**config.mk**
```make
export PLATFORM = sky130hd
export DESIGN_NAME = wdg_ctrl
export DESIGN_NICKNAME = d
export VERILOG_FILES = /design/src/rtl/wdg_pkg.sv /design/src/rtl/wdg_pulse_stretch.sv /design/src/rtl/wdg_ctrl.sv
export SDC_FILE = /design/constraint.sdc
export NUM_CORES = 1
export LEC_CHECK = 0
export ABC_CLOCK_PERIOD_IN_PS = 5200
export CORE_MARGIN = 2
export CORE_UTILIZATION = 36
export DETAILED_ROUTE_END_ITERATION = 8
export GPL_TIMING_DRIVEN = 0
export SLEW_MARGIN = 40
export SYNTH_ARGS = -nofsm -noshare
export SYNTH_HDL_FRONTEND = slang
export SYNTH_SLANG_ARGS = --single-unit
```
**constraint.sdc**
```tcl
create_clock -name sys_clk -period 5.2 [get_ports sys_clk]
set_clock_uncertainty 0.2 [all_clocks]
set_input_delay 0.78 -clock sys_clk [delete_from_list [all_inputs] [get_ports sys_clk]]
set_output_delay 0.78 -clock sys_clk [all_outputs]
set_load 0.01 [all_outputs]
```
**src/rtl/wdg_pkg.sv**
```systemverilog
// Shared definitions for the watchdog controller slice.
package wdg_pkg;

    typedef enum logic [1:0] {
        WDG_IDLE  = 2'd0,
        WDG_ARMED = 2'd1,
        WDG_WARN  = 2'd2,
        WDG_BITE  = 2'd3
    } wdg_state_e;

    localparam logic [7:0]  WDG_KICK_KEY   = 8'h5A;
    localparam int unsigned WDG_RST_CYCLES = 16;

endpackage

```
**src/rtl/wdg_pulse_stretch.sv**
```systemverilog
// Load-and-count-down pulse generator: pulse is high for exactly CYCLES cycles
// starting the cycle after load; last marks the final high cycle.
module wdg_pulse_stretch
    import wdg_pkg::*;
#(
    parameter int unsigned CYCLES = WDG_RST_CYCLES
) (
    input  logic clk,
    input  logic rst_n,
    input  logic load,
    output logic pulse,
    output logic last
);

    localparam int unsigned CW = $clog2(CYCLES + 1);

    logic [CW-1:0] cnt_q;

    // Count down from CYCLES after a load; pulse drops after the cycle where cnt_q==1.
    always_ff @(posedge clk or negedge rst_n) begin
        if (!rst_n) begin
            cnt_q <= '0;
            pulse <= 1'b0;
        end else if (load) begin
            cnt_q <= CW'(CYCLES);
            pulse <= 1'b1;
        end else begin
            if (cnt_q != '0) begin
                cnt_q <= cnt_q - CW'(1);
            end
            pulse <= (cnt_q > CW'(1));
        end
    end

    assign last = (cnt_q == CW'(1));

endmodule

```
**src/rtl/wdg_ctrl.sv**
```systemverilog
// Watchdog controller: expiry detection, warn/bite FSM, keyed kick handshake
// and counter reload pulse generation.
module wdg_ctrl
    import wdg_pkg::*;
#(
    parameter int unsigned           WIDTH      = 4,
    parameter int unsigned           KEY_WIDTH  = 8,
    parameter logic [KEY_WIDTH-1:0]  KICK_KEY   = KEY_WIDTH'(WDG_KICK_KEY),
    parameter int unsigned           RST_CYCLES = WDG_RST_CYCLES,
    parameter bit                    LOCKABLE   = 1'b1
) (
    input  logic                 sys_clk,
    input  logic                 res_n,
    input  logic                 en,
    input  logic [WIDTH-1:0]     count_wdg,
    input  logic                 cnt_tick,
    input  logic                 kick_valid,
    input  logic [KEY_WIDTH-1:0] kick_key,
    output logic                 kick_ready,
    output logic                 cnt_rst_n,
    output logic                 irq,
    output logic                 rst_req,
    output logic                 key_err,
    output logic [1:0]           state
);

    wdg_state_e state_q, state_d;
    logic       lock_q, lock_d;
    logic       irq_d, key_err_d, cnt_rst_n_d;
    logic       bite_load, bite_last;
    logic       expiry, kick_ok, kick_bad;

    assign expiry     = cnt_tick && (count_wdg == '0);
    assign kick_ready = (state_q != WDG_BITE);
    assign kick_ok    = kick_valid && kick_ready && (kick_key == KICK_KEY);
    assign kick_bad   = kick_valid && kick_ready && (kick_key != KICK_KEY);
    assign state      = state_q;

    // State register plus registered outputs and lock flag.
    always_ff @(posedge sys_clk or negedge res_n) begin
        if (!res_n) begin
            state_q   <= WDG_IDLE;
            lock_q    <= 1'b0;
            irq       <= 1'b0;
            key_err   <= 1'b0;
            cnt_rst_n <= 1'b1;
        end else begin
            state_q   <= state_d;
            lock_q    <= lock_d;
            irq       <= irq_d;
            key_err   <= key_err_d;
            cnt_rst_n <= cnt_rst_n_d;
        end
    end

    // Next-state decode; priority bad kick > good kick > expiry > en deassert.
    always_comb begin
        state_d = state_q;
        case (state_q)
            WDG_IDLE: begin
                if (en) state_d = WDG_ARMED;
            end
            WDG_ARMED: begin
                if (kick_bad)              state_d = WDG_BITE;
                else if (kick_ok)          state_d = WDG_ARMED;
                else if (expiry)           state_d = WDG_WARN;
                else if (!en && !lock_q)   state_d = WDG_IDLE;
            end
            WDG_WARN: begin
                if (kick_bad)              state_d = WDG_BITE;
                else if (kick_ok)          state_d = WDG_ARMED;
                else if (expiry)           state_d = WDG_BITE;
                else if (!en && !lock_q)   state_d = WDG_IDLE;
            end
            WDG_BITE: begin
                if (bite_last) state_d = WDG_IDLE;
            end
            default: state_d = WDG_IDLE;
        endcase
    end

    // Next values of the registered outputs, lock and bite-timer load.
    always_comb begin
        lock_d      = lock_q;
        key_err_d   = key_err;
        cnt_rst_n_d = 1'b1;
        case (state_q)
            WDG_IDLE: begin
                if (en) begin
                    cnt_rst_n_d = 1'b0;
                    if (LOCKABLE) lock_d = 1'b1;
                end
            end
            WDG_ARMED, WDG_WARN: begin
                if (kick_bad)     key_err_d   = 1'b1;
                else if (kick_ok) cnt_rst_n_d = 1'b0;
            end
            WDG_BITE: begin
                if (bite_last) begin
                    cnt_rst_n_d = 1'b0;
                    lock_d      = 1'b0;
                end
            end
            default: ;
        endcase
        // irq is raised on entry to WARN and simply held through BITE.
        irq_d     = (state_d == WDG_WARN) || ((state_d == WDG_BITE) && irq);
        bite_load = (state_q != WDG_BITE) && (state_d == WDG_BITE);
    end

    wdg_pulse_stretch #(
        .CYCLES (RST_CYCLES)
    ) u_bite_timer (
        .clk   (sys_clk),
        .rst_n (res_n),
        .load  (bite_load),
        .pulse (rst_req),
        .last  (bite_last)
    );

endmodule
```
**Word level (Yosys, flattened, before mapping)**

Cells that the tools add are included.

- Mux-type cells: 21
- Reduce and logical (&&, ||, !) cells: 18
- Shift operators: 0
- Div/mod/pow operators: 0
- Equality and inequality tests: 11
- Order comparisons: 1
- $add $sub $neg: 1
- Bitwise logic cells: 0
- $mul: 0

Operators with widths:

| kind | number |
|---|---|
| $mux W2 | 9 |
| $mux W5 | 2 |
| $eq A2 B2 Y1 const B | 4 |
| $eq A8 B7 Y1 const B | 1 |
| $ne A8 B7 Y1 const B | 1 |
| $pmux W2 S4 | 1 |
| $logic_and A1 B1 Y1 | 7 |
| $mux W1 | 7 |
| $ne A2 B2 Y1 const B | 3 |
| $eq A5 B1 Y1 const B | 1 |
| $gt A5 B1 Y1 const B | 1 |
| $reduce_bool A5 Y1 | 1 |
| $sub A5 B1 Y5 const B | 1 |
| $logic_not A4 Y1 | 1 |
| $reduce_bool A2 Y1 | 2 |
| $pmux W1 S3 | 1 |
| $reduce_and A3 Y1 | 1 |
| $eq A2 B1 Y1 const B | 1 |
| $logic_not A1 Y1 | 2 |
| $logic_not A2 Y1 | 1 |
| $pmux W1 S2 | 1 |
| $reduce_and A2 Y1 | 1 |
| $reduce_or A2 Y1 | 1 |
| $logic_or A1 B1 Y1 | 1 |

- Output and inout port bits: 7
- Bits in read-only memories: 0
- Memories kept: 0
- Latch bits: 0
- Flip-flop bits (word level): 12
- RAM bits: 0
- Bits of input ports: 17

**Longest topological paths before layout**

- Depth in word-level cells: 10
- Gate-level depth with buffers: 7

**Modules after synthesis**

Synthesis repeated with hierarchy kept, for this count alone.

- Cells, all modules: 80
- Area total of the unflattened synthesis: 787.0 sq um

By module, submodules not included:

| module | sequential area each (sq um) | instances | area an instance (sq um) | cells an instance |
|---|---|---|---|---|
| wdg_ctrl | 151.4 | 1 | 461.7 | 48 |
| wdg_pulse_stretch | 150.1 | 1 | 325.3 | 32 |

**Worst setup path after synthesis**

No wires, ideal clock.

- Path kind: input to register
- From: input port count_wdg[1]
- To: register irq
- Slack: 3.107 ns
- Stages: 5
- Arrival: 1.766 ns
- Library setup time: 0.127 ns
- Cell sequence: nor4_1 -> and2_2 -> mux2_4 -> o21ai_4 -> a21oi_1

- Word-level cells in the longest chain between the ends: 9

RTL lines:

| what | line | RTL |
|---|---|---|
| start, declared | wdg_ctrl.sv:15 | `input logic [WIDTH-1:0] count_wdg,` |
| $logic_not A4 Y1 (*) | wdg_ctrl.sv:33 | `assign expiry = cnt_tick && (count_wdg == '0);` |
| $logic_and A1 B1 Y1 (*) | wdg_ctrl.sv:33 |  |
| $mux W2 (on tied branches) | wdg_ctrl.sv:72, wdg_ctrl.sv:66 |  |
| $mux W2 (on tied branches) | wdg_ctrl.sv:71, wdg_ctrl.sv:65 |  |
| $mux W2 (on tied branches) | wdg_ctrl.sv:70, wdg_ctrl.sv:64 |  |
| $pmux W2 S4 (*) | wdg_ctrl.sv:59 | `case (state_q)` |
| named net state_d[0] | wdg_ctrl.sv:27 | `wdg_state_e state_q, state_d;` |
| $eq A2 B2 Y1 | wdg_ctrl.sv:107 | `irq_d = (state_d == WDG_WARN) \|\| ((state_d == WDG_BITE) && irq);` |
| $logic_and A1 B1 Y1 | wdg_ctrl.sv:107 |  |
| $logic_or A1 B1 Y1 (*) | wdg_ctrl.sv:107 |  |
| named net irq_d | wdg_ctrl.sv:29 | `logic irq_d, key_err_d, cnt_rst_n_d;` |
| end signal, assigned | wdg_ctrl.sv:50 | `irq <= irq_d;` |
| end, declared | wdg_ctrl.sv:21 | `output logic irq,` |

The timed path passes the listed nets; every way through them passes the cells marked *.
A chain may end at the register's enable or synchronous reset.

**Final worst setup path**

- From: register state_q[0], in the netlist state[0]
- To: output port kick_ready

- Word-level cells in the longest chain between the ends: 1

RTL lines:

| what | line | RTL |
|---|---|---|
| start, declared | wdg_ctrl.sv:27 |  |
| start signal, assigned | wdg_ctrl.sv:48 | `state_q <= state_d;` |
| $ne A2 B2 Y1 | wdg_ctrl.sv:34 | `assign kick_ready = (state_q != WDG_BITE);` |
| end, declared | wdg_ctrl.sv:19 | `output logic kick_ready,` |

Every way passes these cells.

==> flow_summary_export.csv <==
group,metric,value,unit
run_status,outcome,"finished clean",
drt,drcViolationCount,0,
floorplanning,rows,17,
setup_path,arrival,1740,ps
synthesis,yosys.area_share.xor_xnor,3.25,%
sta,hold_viol_final,0,
placement,placed_cells,133,
clocking,path_clk_slew,80,ps
setup_path,critPathBufInv,2,
sta,slew_violations,0,
floorplanning,initial_core_util,37.3,%
setup_path,worst_setup_path_end_kind,"primary output",
pwr,p_per_area,536,nW/µm²
synthesis,synth_cell_types,32,
grt,antenna_found_initial,0,
drt,via_per_inst,5.06,
clocking,cts_root_buffer,"clkbuf_4",
placement,place.gp.congestion,0.834,
finish,final_cell_mix,"clkdlybuf4s50_1 (23), dfrtp_1 (11), a21oi_1 (8)",
setup_path,critPathTopFamily,"buffers and inverters",
grt,grt-ovfl-total,0,
clocking,cts_hold_buf,0,
pwr,power.leakage,0.493,nW
synthesis,syn_avg_cell_area,9.86,µm²
synthesis,ys_ff_latch,12,
setup_path,cp_cell_sequence,"ha_1 -> inv_2 -> clkdlybuf4s50_1",
drt,vias,693,
pwr,p_total,0.594,mW
clocking,cts_tree,"yes",
setup_path,slowest_delay,530,ps
synthesis,synth-simple-area-share,19.2,%
clocking,clkSinkCount,12,
drt,drt-wirelength-per-cell,12.5,µm
placement,hpwl,1320,µm
synthesis,synthArstFlopShare,100,%
finish,fillers,213,
floorplanning,fp.dieArea,2640,µm²
synthesis,synth_compound_area_share,23.4,%
setup_path,cpMaxStageDelayCell,"clkdlybuf4s50_1",
sta,setup_tns,0,ps
synthesis,synth_fp_nets,106,
setup_path,critPathRequiredTime,4220,ps
finish,stdcell_count,137,
setup_path,crit_type,"flop to primary output",
finish,final_common_cell,"clkdlybuf4s50_1",
finish,num_antenna_cells,0,
synthesis,synthAdderAreaFrac,10.8,%
synthesis,synthCells,82,
clocking,clkLatencyLatePin,280,ps
drt,drtAntennaViolNets,0,
grt,grt_max_degree,13,
finish,synthToLayoutAreaGrowth,37.3,%
synthesis,synth_seq_area_share,37.3,%
synthesis,syn_area,808,µm²
grt,track_usage,15.6,%
sta,rsz0062_at_grt,"no",
synthesis,synth_top_family_by_area,"compound AO/OA/AOI/OAI gates",
sta,setup_violations,0,
clocking,post-cts-setup-buffer-count,0,
clocking,clk_path_buf_depth,2,
finish,drive_gt1_share,15.6,%
drt,wl,1710,µm
setup_path,path_max_fanout,6,
grt,grt_pass1_vias,659,
finish,final_net_count,134,
sta,fmax,368,MHz
grt,grt_pass1_wl,3040,µm
drt,first_iter_violations,7,
sta,finalCriticalPeriod,2720,ps
worst_hold_path,hp-class,"flop to flop",
floorplanning,fp.dieW,51.4,µm
sta,finalCritPeriodShare,52.3,%
pwr,ir_drop,0.301,mV
floorplanning,coreArea,2170,µm²
clocking,cts_resized,0,
sta,maxSlewHeadroom,63.4,%
floorplanning,io_pins,24,
synthesis,yosys_warnings,0,
drt,dr.pass1.iters,3,
synthesis,synthMuxAreaShare,1.86,%
placement,portBuffers,23,
floorplanning,die_h,51.4,µm
clocking,h-tree-depth,1,
clocking,cts_buffers,3,
synthesis,yosys_most_used_dff,"dfrtp_1",
sta,tightest_slew,547,ps
setup_path,critPathLaunchType,"flop",
synthesis,synth_edf_count,0,
run,max_cap_viol_count,0,
-- power breakdown --
group	switching (mW)	total (mW)	internal, mW	leakage (nW)
Clock	0.0345	0.0772	0.0426	0.0210
Combinational	0.180	0.341	0.161	0.336
Sequential	0.0403	0.177	0.136	0.136
Total	0.255	0.594	0.340	0.493
-- metrics by stage --
stage / hold WS [ps] / setup WS, ps / cell area [µm²] / util, %
finish: 280 / 2480 / 1110 / 51.2
global route: 293 / 2410 / 1110 / 51.2
CTS: 282 / 2460 / 1110 / 51.2
detailed placement: 264 / 2560 / 1070 / 49.5
global placement: 254 / 2560 / 1070 / 49.5
floorplan: 284 / 3110 / 808 / -
-- registers in the layout (all words and copies together) (netlist names) --
signal,flops
cnt_rst_n,1
u_bite_timer.cnt_q,5
u_bite_timer.pulse,1
key_err,1
lock_q,1
irq,1
state,2
-- worst paths after layout --
path | start | endpoint | slack, ps | cells past startpoint
worst max-delay path | state[0] | kick_ready | 2480 | 3
worst min-delay path | key_err | key_err | 280 | 1
worst max register to register | state[0] | u_bite_timer.cnt_q[4] | 3090 | 7
worst min register to register | key_err | key_err | 280 | 1
max in group asynchronous | res_n | irq | 3790 | 1
min in group asynchronous | res_n | lock_q | 650 | 1
-- synthesized netlist by cell type (2+ instances only) --
cell / number / area, µm²
nor3_1: 6 / 30.0
a21oi_1: 8 / 40.0
inv_2: 2 / 7.51
nand2_1: 6 / 22.5
nand3_1: 2 / 10.0
inv_1: 7 / 26.3
dfrtp_1: 11 / 275
a21o_1: 2 / 15.0
xor2_1: 2 / 17.5
nor2_1: 5 / 18.8
and4bb_1: 2 / 25.0
o21ai_0: 3 / 15.0
ha_1: 7 / 87.6
-- logic make-up (layout without fill, tap and decap cells) --
logic type | count (synthesis) | after routing
xor gates and xnor gates | 3 | 3
adders and majority gates | 7 | 7
AOI/OAI and AO/OA | 24 | 24
muxes | 1 | 1
buffers and inverters | 9 | 36
and+or+nand+nor | 26 | 26
DFF | 12 | 12
-- cell type report --
class	count	area, µm²	area share [%]
Timing Repair Buffer	23	230	20.7
Clock buffer	4	36.3	3.27
Inverter	9	33.8	3.04
Tap cell	28	35.0	3.16
Multi-Input combinational cell	61	473	42.6
Sequential cell	12	302	27.2
-- routing by layer --
layer / track usage (%) / up-vias / routed length (µm) / share of wire [%]
li1: - / 341 / - / -
met1: 19.9 / 338 / 789 / 46
met2: 24.6 / 10 / 830 / 49
met3: 5.26 / 4 / 60 / 3.5
met4: 5.26 / 0 / 29 / 1.7
met5: 0 / - / 0 / 0
Note: power is estimated with default switching activity, not from simulation.
